`src/rtl/bcd_nibble_alu_seq_if.sv`:
```
// Request/response bundle for the nibble-serial ADC/SBC sequencer.
interface bcd_nibble_alu_seq_if #(parameter int MAX_W = 16);
  logic             EN;
  logic             START;
  logic [MAX_W-1:0] A;
  logic [MAX_W-1:0] B;
  logic             CI;
  logic             ADD;
  logic             BCD;
  logic             W16;
  logic             BUSY;
  logic             DONE;
  logic [MAX_W-1:0] RES;
  logic             CO;
  logic             VO;
  logic             ZO;
  logic             NO;

  modport master (output EN, START, A, B, CI, ADD, BCD, W16,
                  input  BUSY, DONE, RES, CO, VO, ZO, NO);
  modport slave  (input  EN, START, A, B, CI, ADD, BCD, W16,
                  output BUSY, DONE, RES, CO, VO, ZO, NO);
endinterface

```
`src/rtl/bcd_nibble_alu_seq.sv`:
```
// 65C816 ADC/SBC sequencer: one 4-bit adder slice walks the operands LSB nibble
// first, rippling carry and applying decimal correction per nibble.
module bcd_nibble_alu_seq #(
  parameter int MAX_W = 16
) (
  input  logic                 CLK,
  input  logic                 RST_N,
  bcd_nibble_alu_seq_if.slave  bus
);
  localparam int NIB = MAX_W / 4;
  localparam int IW  = $clog2(NIB + 1);

  localparam logic [1:0] S_IDLE = 2'd0;
  localparam logic [1:0] S_RUN  = 2'd1;
  localparam logic [1:0] S_DONE = 2'd2;

  logic [1:0]       state;
  logic [IW-1:0]    idx;
  logic [IW-1:0]    last_idx;
  logic             carry;
  logic             add_q, bcd_q, w16_q;
  logic [MAX_W-1:0] a_q, b_q, res_q;
  logic             co_q, vo_q, zo_q, no_q;

  logic [MAX_W-1:0] a_sh, b_sh, res_nxt;
  logic [3:0]       a_n, b_n, b2, sum;
  logic [4:0]       bin;
  logic             cout;
  logic             accept;

  assign last_idx = w16_q ? IW'(NIB - 1) : IW'(1);
  assign accept   = bus.START && (state != S_RUN);

  // Single nibble slice; idx == last_idx+1 is the flag-settle cycle and reads zeros.
  always_comb begin
    a_sh = a_q >> (4 * idx);
    b_sh = b_q >> (4 * idx);
    a_n  = a_sh[3:0];
    b_n  = b_sh[3:0];
    b2   = add_q ? b_n : ~b_n;
    bin  = {1'b0, a_n} + {1'b0, b2} + {4'b0, carry};
    sum  = bin[3:0];
    cout = bin[4];
    if (bcd_q && add_q && (bin > 5'd9)) begin
      sum  = bin[3:0] + 4'd6;
      cout = 1'b1;
    end else if (bcd_q && !add_q && !bin[4]) begin
      sum  = bin[3:0] - 4'd6;
      cout = 1'b0;
    end
    res_nxt = (res_q & ~(MAX_W'(4'hF) << (4 * idx))) | (MAX_W'(sum) << (4 * idx));
  end

  always_ff @(posedge CLK or negedge RST_N) begin
    if (!RST_N) begin
      state <= S_IDLE;
      idx   <= '0;
      carry <= 1'b0;
      add_q <= 1'b0;
      bcd_q <= 1'b0;
      w16_q <= 1'b0;
      a_q   <= '0;
      b_q   <= '0;
      res_q <= '0;
      co_q  <= 1'b0;
      vo_q  <= 1'b0;
      zo_q  <= 1'b0;
      no_q  <= 1'b0;
    end else if (bus.EN) begin
      case (state)
        S_RUN: begin
          if (idx == last_idx + IW'(1)) begin
            state <= S_DONE;
          end else begin
            res_q <= res_nxt;
            carry <= cout;
            idx   <= idx + IW'(1);
            if (idx == last_idx) begin
              co_q <= cout;
              vo_q <= ~(a_n[3] ^ b2[3]) & (a_n[3] ^ bin[3]);
              zo_q <= w16_q ? (res_nxt == '0) : (res_nxt[7:0] == 8'h00);
              no_q <= w16_q ? res_nxt[MAX_W-1] : res_nxt[7];
            end
          end
        end
        default: begin
          if (accept) begin
            state <= S_RUN;
            idx   <= '0;
            carry <= bus.CI;
            a_q   <= bus.A;
            b_q   <= bus.B;
            add_q <= bus.ADD;
            bcd_q <= bus.BCD;
            w16_q <= bus.W16;
            // 8-bit ops pass the hidden high accumulator byte through untouched
            if (!bus.W16) res_q[MAX_W-1:8] <= bus.A[MAX_W-1:8];
          end else begin
            state <= S_IDLE;
          end
        end
      endcase
    end
  end

  assign bus.BUSY = (state == S_RUN);
  assign bus.DONE = (state == S_DONE);
  assign bus.RES  = res_q;
  assign bus.CO   = co_q;
  assign bus.VO   = vo_q;
  assign bus.ZO   = zo_q;
  assign bus.NO   = no_q;
endmodule

```
`src/flat_wrapper.sv`:
```
// flat-port wrapper written by rule: the top's interface ports become plain ports
module bcd_nibble_alu_seq_flat 
#(
  parameter int MAX_W = 16
)
  (CLK, RST_N, bus_EN, bus_START, bus_A, bus_B, bus_CI, bus_ADD, bus_BCD, bus_W16, bus_BUSY, bus_DONE, bus_RES, bus_CO, bus_VO, bus_ZO, bus_NO);
  bcd_nibble_alu_seq_if #(.MAX_W(MAX_W)) bus_i ();
  input  logic CLK;
  input  logic RST_N;
  input wire logic [$bits(bus_i.EN)-1:0] bus_EN;
  input wire logic [$bits(bus_i.START)-1:0] bus_START;
  input wire logic [$bits(bus_i.A)-1:0] bus_A;
  input wire logic [$bits(bus_i.B)-1:0] bus_B;
  input wire logic [$bits(bus_i.CI)-1:0] bus_CI;
  input wire logic [$bits(bus_i.ADD)-1:0] bus_ADD;
  input wire logic [$bits(bus_i.BCD)-1:0] bus_BCD;
  input wire logic [$bits(bus_i.W16)-1:0] bus_W16;
  output wire logic [$bits(bus_i.BUSY)-1:0] bus_BUSY;
  output wire logic [$bits(bus_i.DONE)-1:0] bus_DONE;
  output wire logic [$bits(bus_i.RES)-1:0] bus_RES;
  output wire logic [$bits(bus_i.CO)-1:0] bus_CO;
  output wire logic [$bits(bus_i.VO)-1:0] bus_VO;
  output wire logic [$bits(bus_i.ZO)-1:0] bus_ZO;
  output wire logic [$bits(bus_i.NO)-1:0] bus_NO;
  assign bus_i.EN = bus_EN;
  assign bus_i.START = bus_START;
  assign bus_i.A = bus_A;
  assign bus_i.B = bus_B;
  assign bus_i.CI = bus_CI;
  assign bus_i.ADD = bus_ADD;
  assign bus_i.BCD = bus_BCD;
  assign bus_i.W16 = bus_W16;
  assign bus_BUSY = bus_i.BUSY;
  assign bus_DONE = bus_i.DONE;
  assign bus_RES = bus_i.RES;
  assign bus_CO = bus_i.CO;
  assign bus_VO = bus_i.VO;
  assign bus_ZO = bus_i.ZO;
  assign bus_NO = bus_i.NO;
  bcd_nibble_alu_seq #(.MAX_W(MAX_W)) u_core (.CLK(CLK), .RST_N(RST_N), .bus(bus_i));
endmodule
```
`config.mk`:
```
export PLATFORM = sky130hd
export DESIGN_NAME = bcd_nibble_alu_seq_flat
export DESIGN_NICKNAME = d
export VERILOG_FILES = /design/src/rtl/bcd_nibble_alu_seq_if.sv /design/src/rtl/bcd_nibble_alu_seq.sv /design/src/flat_wrapper.sv
export SDC_FILE = /design/constraint.sdc
export NUM_CORES = 1
export LEC_CHECK = 0
export ABC_AREA = 1
export CORE_ASPECT_RATIO = 0.5
export CORE_UTILIZATION = 40
export DETAILED_ROUTE_END_ITERATION = 6
export HOLD_SLACK_MARGIN = 0.02
export PLACE_DENSITY_LB_ADDON = 0.12
export SKIP_LAST_GASP = 1
export SLEW_MARGIN = 20
export SYNTH_ARGS = -nofsm -noshare
export SYNTH_HDL_FRONTEND = slang
export SYNTH_SLANG_ARGS = --single-unit
```
`constraint.sdc`:
```
create_clock -name CLK -period 7.45 [get_ports CLK]
set_input_delay 0.745 -clock CLK [delete_from_list [all_inputs] [get_ports CLK]]
set_output_delay 0.745 -clock CLK [all_outputs]
set_load 0.03 [all_outputs]
```
# ---- Word-level counts from Yosys, hierarchy flattened
# Cells that the tools add are included.
dict set report totals {
  ff_bits 61
  out_inout_bits 22
  elab_cells 80
}
dict set report op_classes {
  addsub 6
  n_lt_le_gt_ge 1
  n_eq_ne 8
  shifts 4
  muxes 21
  bitwise 10
  reduce_logical 16
}
# operator n
set ops {}
lappend ops {{$shr A16 B5 Y4} 2}
lappend ops {{$mux W8} 3}
lappend ops {{$and A16 B16 Y16} 1}
lappend ops {{$logic_not A16 Y1} 1}
lappend ops {{$mux W16} 1}
lappend ops {{$not A16 Y16} 1}
lappend ops {{$or A16 B16 Y16} 1}
lappend ops {{$shl A4 B5 Y16} 1}
lappend ops {{$shl A4 B5 Y16 const A} 1}
lappend ops {{$mux W4} 3}
lappend ops {{$mux W3} 3}
lappend ops {{$reduce_and A3 Y1} 3}
lappend ops {{$logic_not A8 Y1} 1}
lappend ops {{$mux W1} 8}
lappend ops {{$reduce_and A4 Y1} 2}
lappend ops {{$add A3 B1 Y3 const B} 2}
lappend ops {{$eq A3 B3 Y1} 2}
lappend ops {{$mux W2} 3}
lappend ops {{$ne A2 B1 Y1 const B} 3}
lappend ops {{$add A4 B4 Y5} 1}
lappend ops {{$add A5 B1 Y5} 1}
lappend ops {{$gt A5 B4 Y1 const B} 1}
lappend ops {{$logic_and A1 B1 Y1} 5}
lappend ops {{$add A4 B3 Y4 const B} 1}
lappend ops {{other kinds (11)} 15}

# ---- Depth between registers and ports, before layout
# Gate-level depths: netlist (run 1).
dict set report depth {
  word_depth 13
  ltp_mapped 29
}

# ---- Worst setup path before layout (run 1)
# No wires, ideal clock.
dict set report synth_timing {
  kind {reg-to-reg}
  startpoint {register u_core.idx[0]}
  endpoint {register u_core.zo_q, in the netlist u_core.bus.ZO}
  arrival_ns 3.336
  t_required_ns 7.333
  setup_slack_ns 3.998
  path_stages_with_launch 25
  synth_period_minus_slack_ns 3.452
  cell_sequence {dfrtp_1 > buf_4 > clkbuf_1 > o21ai_0 > o22ai_1 > nand2_1 > xor2_1 > fa_1 > inv_2 > fa_1 > inv_1 > ha_1 > nand2_1 > nand2_1 > inv_2 > nand2_4 > nand2_8 > nand3_2 > nand3_1 > o21ai_2 > nor2_2 > nand3_2 > nand2_1 > nand2_1 > nand2_1}
}
dict set report synth_between {
  elab_chain_cells 13
  elab_cells_between_ends 26
  classes_between {add/sub: 4; order compare: 1; eq/ne: 2; shift: 4; mux: 4; bitwise: 5; reduce/logical: 6}
}
# element line
set synth_rtl {}
lappend synth_rtl {{start: declaration} bcd_nibble_alu_seq.sv:18} ;# logic [IW-1:0] idx;
lappend synth_rtl {{start signal: assignment} bcd_nibble_alu_seq.sv:77} ;# idx <= idx + IW'(1);
lappend synth_rtl {{parallel branches: the longest is 13 deep, another holds $add A4 B4 Y5} -}
lappend synth_rtl {{end signal: assignment} bcd_nibble_alu_seq.sv:81} ;# zo_q <= w16_q ? (res_nxt == '0) : (res_nxt[7:0] == 8'h00);
lappend synth_rtl {{end: declaration} bcd_nibble_alu_seq.sv:23} ;# logic co_q, vo_q, zo_q, no_q;
# Several ways; the timed one is not identified.
# A chain may end at the register's enable or synchronous reset.

# ---- Worst setup path after layout (run 1)
# Same ends and word-level chain as after synthesis.

==> metrics.txt, run 1 <==
max-cap violations=0; Num CTS Buffers=9; Worst Setup End Kind=flop; flops & latches, synth=around 60; pin count of the biggest net entering global routing=62; clock skew=0.00712 ns; RSZ-0062 raised after global routing=no; CP arrival=approximately 4.6 ns; DRT Wirelength=about 9.4 mm; layout cells sized above 1=about an eighth; Post-CTS Hold Fix Bufs=0; Vias/cell=a little under 5; ys flop type=dfrtp_1; Post-DRT Antenna Nets=0; syn nets=about 530; Area contributors post-synth=dfrtp_1 (42%), nand2_1 (17%), o21ai_0 (4.5%); die area=approximately 9600 sq um; via count=between 3000 and 4000; startpoint types=flop; most frequent cells in the layout=nand2_1 (171), dfrtp_1 (61), clkdlybuf4s50_1 (60); die width=about 140 um; Pre-antenna DRT Iters=5; Yosys top cell by area=dfrtp_1; CTS H-Tree Depth=3; r2r endpoint=u_core.bus.ZO; hold path endpoint=u_core.b_q[4]; Final Setup Violations=0; Ant. Diodes=0; CTS tree=done; Die Height=around 70 um; Worst R2R Setup Slack=approximately 3.1 ns; Worst path top cell family by delay=adder cells; initial antenna violation count=0; fin crit share=around three fifths; Synth top area share=41.6%; Hold Path Class=flop to flop; Hold Crit Depth=2; DP HPWL=7.02 mm; drt wl/cell=~14 um; Crit-path slowest cell=dfrtp_1; Worst EP required=approximately 7.7 ns; Resize count post-CTS=0; # nets final=between 500 and 600; Post-synth EDFFs=0; fill count=856; total gr overflow=0; most common cell after layout, fill and taps aside=nand2_1; critical path, cell by cell=inv_2 -> o21ai_0 -> o22ai_1 -> nand2_1 -> xor2_1 -> fa_1 -> inv_2 -> fa_1 -> inv_1 -> ha_1 -> nand2_1 -> nand2_1 -> inv_2 -> nand2_4 -> nand2_8 -> nand2_8 -> nand2_4 -> nand3_2 -> o21ai_2 -> nor2_1 -> nand3_2 -> nand2_1 -> nand2_1 -> nand2_1; FF-to-FF Start=u_core.idx[0]; routability cong.=0.921; Final Instance Area=~4700 sq um; R2R cell count=24; asr flop ratio synth=100%; sequential share of the synthesized area=41.6%; total track usage=around 22%; CP Max Fanout=28; most frequent CP cell=nand2_1; clock latency on the worst-skew pair=roughly 0.33 ns; I/O Buffers=61; final hold violation count=0; slew margin rel.=between 40 and 50%; CP Buf/Inv Count=4; WP depth=24; Cells after Synth=~470; Core ar.=8800 sq um; Worst-Margin Slew=approximately 0.83 ns; DP Area=about 4300 sq um; Area Overhead vs Synth=27.0%; Synth Warn #=0; Iteration-0 DRC Markers=210; setup TNS=0 ns; vias in the first global route=about 3100; Avg Cell Area, Syn=7.74 sq um; CTS root buf=clkbuf_16; Achievable Freq=roughly 230 MHz; Post CTS Setup Buffer Count=0; Netlist cell types=37; mapped cell area=3670 sq um; Site Rows=24; first-pass GRT wire length=15.9 mm; clk sink count=~60; Initial Util=41.7%; crit path kind=flop to flop; IO Count=62; Reg clk slew, reported paths=0.05 ns; Clock Path Buffers=2; DRC errors left=0; post-route minimum period=4.34 ns; final slew viol count=0; Min-Delay Startpoint=u_core.b_q[4]; status=finished clean; worst stage delay on the critical path=0.88 ns
-- cells in the mapped netlist, types with 7 or more instances --
cell / count
dfrtp_1: 61
ha_1: 10
inv_1: 32
inv_2: 11
nand2_1: 171
nand3_1: 15
nand3_2: 9
nand4_1: 7
nor2_1: 34
o21ai_0: 33
o21ai_1: 14
o22ai_1: 9
-- worst reg2reg max path: cells and delay by family (launching register included) --
| family | cells | cell delay, ns |
|---|---|---|
| compound gates | 3 | 0.59 |
| xor+xnor | 1 | 0.19 |
| fa+ha+maj | 3 | 1.01 |
| buf+inv | 4 | 0.64 |
| flops | 1 | 0.88 |
| simple gates | 13 | 0.91 |
-- kinds of logic after synthesis --
group | after synthesis | share of synthesized area, %
compound gates | 80 | 13.0
xor+xnor | 5 | 1.40
fa+ha+maj | 12 | 4.50
buf+inv | 59 | 6.82
flops | 61 | 41.6
simple gates | 257 | 32.7
-- worst max path at each step --
stage	startpoint	endpoint	slack [ns]
after CTS	u_core.idx[0]	u_core.bus.ZO	3.15
after floorplan	u_core.idx[0]	u_core.bus.ZO	4.00
after global placement	u_core.idx[0]	u_core.bus.ZO	3.31
after detailed placement	u_core.idx[0]	u_core.bus.ZO	3.14
final	u_core.idx[0]	u_core.bus.ZO	3.11
after global routing	u_core.idx[0]	u_core.bus.ZO	2.68
-- final cells by class --
class / instances / area [sq um] / share of cell area [%]
clock inverter: 3 / 68.8 / 1.48
clock buffer: 13 / 250 / 5.37
tap: 117 / 146 / 3.14
multi-input combinational: 354 / 1890 / 40.6
timing repair buffer: 62 / 613 / 13.2
sequential: 61 / 1530 / 32.8
inverter: 43 / 161 / 3.46
-- metrics by stage --
step | util [%] | hold WS, ns | setup WS (ns) | cells
CTS | 52.9 | 0.478 | 3.15 | 653
global placement | 49.3 | 0.460 | 3.31 | 637
finish | 52.9 | 0.473 | 3.11 | 653
global route | 52.9 | 0.503 | 2.68 | 653
detailed placement | 49.3 | 0.464 | 3.14 | 637
floorplan | - | 0.444 | 4.00 | 474
-- metal layers --
| metal | wire length (um) | GRT usage [%] | vias up |
|---|---|---|---|
| met5 | 0 | 0 | - |
| met2 | 3920 | 31.2 | 107 |
| met3 | 584 | 4.82 | 7 |
| li1 | - | - | 1641 |
| met1 | 4780 | 32.9 | 1470 |
| met4 | 76 | 6.47 | 0 |
-- registers in the layout, summed over array words and instances (netlist names), 2 cells and up --
signal / count
u_core.state: 2
u_core.b_q: 16
u_core.a_q: 16
u_core.idx: 3
u_core.bus.RES: 16
Power of run 1 is not shown: default switching activity piles up to over one toggle a cycle in this logic, so the estimate is an artifact.
==> run 2, diff against run 1 <==
Clock period 7.45 ns to 3.9 ns, I/O delays scaled along.
==> run 2 against run 1 <==
Effect of this change: flip-flop and latch count did not move; sequential share of layout area fell by 0.13 points; hold slack got worse by 0.31 ns; final cell count rose by 0.77%; maximum frequency rose by 22%; global-route usage rose by 0.30 points; critical path depth did not move; clock-buffer cell count fell by 4; design area rose by 0.48%; critical path type unchanged; critical endpoint unchanged.
==> metrics.txt, run 2 (same netlist as run 1, synthesis figures left out) <==
status=finished clean; CTS tree=done; CP Max Fanout=14 (-50%); RSZ-0062 raised after global routing=no; Worst EP required=4.17 ns (-3.50 ns); r2r endpoint=u_core.bus.ZO; FF-to-FF Start=u_core.idx[0]; layout cells sized above 1=13.9% (+1.5 points); Crit-path slowest cell=fa_1; most common cell after layout, fill and taps aside=nand2_1; routability cong.=0.872 (-5.4%); Pre-antenna DRT Iters=5 (unchanged); Area Overhead vs Synth=27.6%; fill count=885 (+3.4%); startpoint types=flop; Worst Setup End Kind=flop; total track usage=22.2% (+0.30 points); DRC errors left=0 (unchanged); Achievable Freq=282 MHz (+22%); Post-CTS Hold Fix Bufs=0 (unchanged); clock latency on the worst-skew pair=0.33 ns (about the same); hold_ws=0.162 ns (-0.312 ns); vias in the first global route=3074 (-1.8%); CTS root buf=clkbuf_16; Core ar.=8800 sq um (unchanged); Post CTS Setup Buffer Count=0 (unchanged); Ant. Diodes=0 (unchanged); multi-input logic area=1890 sq um (unchanged); fin crit share=91.1% (+33 points); DP HPWL=7.25 mm (+3.3%); Worst-Margin Slew=0.845 ns (+0.0135 ns); Resize count post-CTS=0 (unchanged); clk sink count=61 (unchanged); pin count of the biggest net entering global routing=39 (-37%); Initial Util=41.7% (unchanged); clock skew=0.00699 ns (-0.000127 ns); DP Area=4380 sq um (+0.87%); Cell Count, Final, Fillers Out=658 (+0.77%); Placed Cells=642 (+0.78%); max-cap violations=0 (unchanged); die area=9580 sq um (unchanged); Final Setup Violations=0 (unchanged); DRT Wirelength=9.54 mm (+2.0%); final slew viol count=0 (unchanged); slew margin rel.=43.7% (-0.90 points); Seq. cell area=1530 sq um (about the same); Site Rows=24 (unchanged); crit path kind=flop to flop; Hold Path Class=input pin to asynchronous set/reset pin; via count=3264 (+1.2%); # nets final=588 (+0.86%); first-pass GRT wire length=15.9 mm (about the same); Vias/cell=4.96 (+0.44%); Reg clk slew, reported paths=0.06 ns (about the same); most frequent CP cell=nand2_1; setup TNS=0 ns (unchanged); initial antenna violation count=0 (unchanged); Iteration-0 DRC Markers=191 (-9.0%); Clock Path Buffers=2 (unchanged); CP arrival=3.82 ns (-0.74 ns); drt wl/cell=14.5 um (+1.2%); Worst R2R Setup Slack=0.35 ns (-2.76 ns); die width=137 um (unchanged); post-route minimum period=3.55 ns (-0.787 ns); Die Height=69.7 um (unchanged); most frequent cells in the layout=nand2_1 (171), clkdlybuf4s50_1 (60), dfrtp_1 (60); Final Instance Area=4680 sq um (+0.48%); worst stage delay on the critical path=0.48 ns (-0.40 ns); Post-DRT Antenna Nets=0 (unchanged); final hold violation count=0 (unchanged); total gr overflow=0 (unchanged); I/O Buffers=61 (unchanged); CTS H-Tree Depth=3 (unchanged); R2R cell count=24 (unchanged); Num CTS Buffers=9 (unchanged); critical path, cell by cell=inv_2 -> nor2_1 -> o22ai_1 -> nand2_1 -> xor2_1 -> fa_1 -> inv_2 -> fa_1 -> inv_1 -> ha_1 -> nand2_1 -> nand2_1 -> inv_2 -> nand2_4 -> nand2_8 -> nand2_8 -> nand2_4 -> nand4_1 -> nand3_1 -> nor2_1 -> nand2_1 -> nor2_1 -> nand2_1 -> nand2_1; IO Count=62 (unchanged)
==> run 2: cell count changes in the layout (fill, tap and decap cells not counted), sizes merged <==
cell / delta
bufinv: -1
buf: +5
clkbuf: -4
clkinvlp: +3
inv: +1
clkinv: +1
==> run 2: worst max-delay path by stage <==
stage / slack, ns / start / depth (start not counted) / to
6_report: 0.35 / u_core.idx[0] / 24 / u_core.bus.ZO
2_1_floorplan: 0.45 / u_core.idx[0] / 24 / u_core.bus.ZO
3_3_place_gp: 0.40 / u_core.idx[1] / 23 / u_core.bus.ZO
3_5_place_dp: 0.29 / u_core.idx[1] / 23 / u_core.bus.ZO
4_1_cts: 0.26 / u_core.idx[1] / 23 / u_core.bus.ZO
5_1_grt: 0.06 / u_core.idx[1] / 24 / u_core.bus.ZO
==> run 2: stage by stage <==
step | setup slack [ns] | util (%)
2_1_floorplan | 0.448 | -
6_report | 0.349 | 53.2
3_5_place_dp | 0.291 | 49.7
4_1_cts | 0.259 | 53.2
3_3_place_gp | 0.399 | 49.7
5_1_grt | 0.0587 | 53.2
==> run 2: per-layer routing <==
layer / up-vias / track usage, % / part of all wire [%]
met5: - / 0 / 0
met4: 0 / 6.47 / 0.87
met3: 6 / 6.36 / 6.8
met2: 96 / 29.8 / 41
met1: 1509 / 33.9 / 51
li1: 1653 / - / -
==> run 2: area by class of cell <==
class                   count  share of cell area [%]
multi-input cells         354                    40.4
flip-flops and latches     61                    32.6
repair buffers             67                    13.9
clock buffers               9                    4.81
inverters                  43                    3.50
well taps                 117                    3.13
clock inverters             7                    1.60
==> run 2: critical path, delay by kind of cell (launching register included) <==
kind,cells,cell delay (ns)
and+or+nand+nor,15,1.17
adders and majority gates,3,1.08
buffers and inverters,4,0.48
DFF,1,0.41
AOI/OAI and AO/OA,1,0.18
xor gates and xnor gates,1,0.16
Power of run 2 is left out for the same reason.
==> run 3, diff against run 2 <==
Settings changed: ABC_AREA 1 to default, SLEW_MARGIN 20 to 10.
==> run 3 against run 2 <==
Effect of this change: register-to-register slack got worse by 0.18 ns; non-clock buffer count rose by 14; die area fell by 5.8%; design area fell by 1.2%; via count fell by 4.8%.
==> metrics.txt, run 3 <==
final slew viol count=0 (unchanged); fill count=765 (-14%); mapped cell area=3450 sq um (-5.9%); DRC errors left=0 (unchanged); CP Max Fanout=6 (-8); fin crit share=95.7% (+4.6 points); Clock Path Buffers=2 (unchanged); Site Rows=23 (-4.2%); hold_ws=0.116 ns (-0.0458 ns); Achievable Freq=268 MHz (-4.8%); CTS H-Tree Depth=3 (unchanged); Worst EP required=4.08 ns (-0.09 ns); initial antenna violation count=0 (unchanged); Reg clk slew, reported paths=0.05 ns (about the same); CP arrival=3.91 ns (+0.09 ns); IO Count=62 (unchanged); post-route minimum period=3.73 ns (+0.180 ns); Iteration-0 DRC Markers=213 (+12%); sequential share of the synthesized area=44.2% (+2.6 points); die width=133 um (-3.0%); Cells after Synth=380 (-20%); max-cap violations=0 (unchanged); first-pass GRT wire length=15.5 mm (-3.0%); drt wl/cell=16.7 um (+15%); CTS tree=done; Area Overhead vs Synth=33.9%; most common cell after layout, fill and taps aside=nand2_1; final hold violation count=0 (unchanged); asr flop ratio synth=100% (unchanged); Netlist cell types=62 (+68%); Area contributors post-synth=dfrtp_1 (44%), nand2_1 (14%), mux4_2 (3.9%); syn nets=432 (-18%); pin count of the biggest net entering global routing=39 (unchanged); Yosys top cell by area=dfrtp_1; most frequent cells in the layout=nand2_1 (125), dfrtp_1 (61), clkdlybuf4s50_1 (60); flops & latches, synth=61 (unchanged); layout cells sized above 1=13.3% (-0.57 points); most common library cells after synthesis=nand2_1 (125), dfrtp_1 (61), nor2_1 (19); Ant. Diodes=0 (unchanged); Worst Setup End Kind=flop; startpoint types=flop; Worst-Margin Slew=0.718 ns (-0.127 ns); I/O Buffers=61 (unchanged); vias in the first global route=3050 (-0.78%); DRT Wirelength=9.56 mm (+0.18%); slew margin rel.=52.1% (+8.5 points); Synth Warn #=0 (unchanged); clk sink count=61 (unchanged); # nets final=507 (-14%); Die Height=67.7 um (-2.9%); Vias/cell=5.44 (+9.7%); ys flop type=dfrtp_1; Core ar.=8170 sq um (-7.1%); Post-DRT Antenna Nets=0 (unchanged); die area=9030 sq um (-5.8%); status=finished clean; most numerous cell in the Yosys netlist=nand2_1; total gr overflow=0 (unchanged); clock latency on the worst-skew pair=0.33 ns (about the same); Post-synth EDFFs=0 (unchanged); CTS root buf=clkbuf_16; total track usage=23.0% (+0.81 points); Avg Cell Area, Syn=9.08 sq um (+17%); Synth top area share=44.2% (+2.6 points); Num CTS Buffers=9 (unchanged); Pre-antenna DRT Iters=4 (-1); Initial Util=42.2% (+0.54 points); via count=3108 (-4.8%); routability cong.=0.883 (+1.3%); Final Setup Violations=0 (unchanged); crit path kind=flop to flop; DP HPWL=6.89 mm (-5.0%); clock skew=0.00860 ns (+0.00161 ns); Hold Path Class=input pin to asynchronous set/reset pin; setup TNS=0 ns (unchanged)
## run 3: cell count changes in the layout (fill, tap and decap cells not counted), sizes merged, moves of 6 or more
cell     previous run  this run
o21ai              52        11
mux4                0         6
nor2               42        19
o2bb2ai             0         7
inv                44        10
nand3              25        10
nor3                0         9
buf                 7        21
nand2             182       125
a21oi               5        11
nand4               7         1
## run 3: layout make-up
class | count | area, sq um | share of cell area, %
Timing Repair Buffer | 81 | 776 | 16.8
Sequential cell | 61 | 1530 | 33.0
Tap cell | 112 | 140 | 3.03
Clock buffer | 14 | 264 | 5.71
Inverter | 10 | 37.5 | 0.812
Clock inverter | 1 | 30.0 | 0.650
Multi-Input combinational cell | 292 | 1850 | 40.0
## run 3: repair_timing
action	4_1_cts	5_1_grt
buffers inserted	0	6
hold buffers	0	0
gates resized for setup	0	5
endpoints found under the setup margin	0	8
## run 3: path summary, 6_finish.rpt
check	from	endpoint	slack, ns	depth (start not counted)
setup reg to reg	u_core.idx[0]	u_core.bus.NO	0.17	15
min in group CLK	u_core.b_q[12]	u_core.b_q[12]	0.47	2
max in group asynchronous	RST_N	u_core.a_q[11]	2.90	2
hold / removal	RST_N	u_core.b_q[5]	0.12	1
setup / recovery	u_core.idx[0]	u_core.bus.NO	0.17	15
hold reg to reg	u_core.b_q[12]	u_core.b_q[12]	0.47	2
## run 3: worst max-delay path, stage by stage (launching register included)
cell and delay, ns:
dfrtp_1 0.40, mux4_2 0.52, nand2_1 0.10, xnor2_1 0.14, fa_2 0.23, inv_1 0.05, fa_2 0.37, xnor2_2 0.19
inv_1 0.08, ha_1 0.22, or3b_4 0.40, nor3_4 0.20, o211ai_1 0.13, o32a_4 0.24, a32oi_2 0.20, a311oi_1 0.11
## run 3: logic make-up (layout without fill, tap and decap cells)
kind of cell / after synthesis / count (layout) / share of synthesized area, %
adders and majority gates: 12 / 12 / 4.78
and+or+nand+nor: 192 / 192 / 25.0
DFF: 61 / 61 / 44.2
muxes: 11 / 11 / 5.40
AOI/OAI and AO/OA: 70 / 70 / 15.8
buffers and inverters: 27 / 106 / 3.04
xor gates and xnor gates: 7 / 7 / 1.78
## run 3: stage by stage
stage | instances | utilization [%] | setup slack (ns) | instance area, sq um
after floorplan | 380 | - | 0.0315 | 3470
after global placement | 550 | 52.0 | 0.203 | 4250
after detailed placement | 550 | 52.0 | 0.0717 | 4250
after CTS | 565 | 55.6 | 0.0486 | 4550
after global routing | 571 | 56.6 | -0.0285 | 4620
final | 571 | 56.6 | 0.169 | 4620
## run 3: metal layers
layer	global-route usage (%)	vias up	wire length (um)	part of all wire (%)
li1	-	1481	-	-
met3	7.21	11	664	6.9
met2	37.0	109	4280	45
met4	6.96	0	103	1.1
met5	0	-	0	0
met1	30.2	1507	4510	47
Power of run 3 is left out for the same reason.
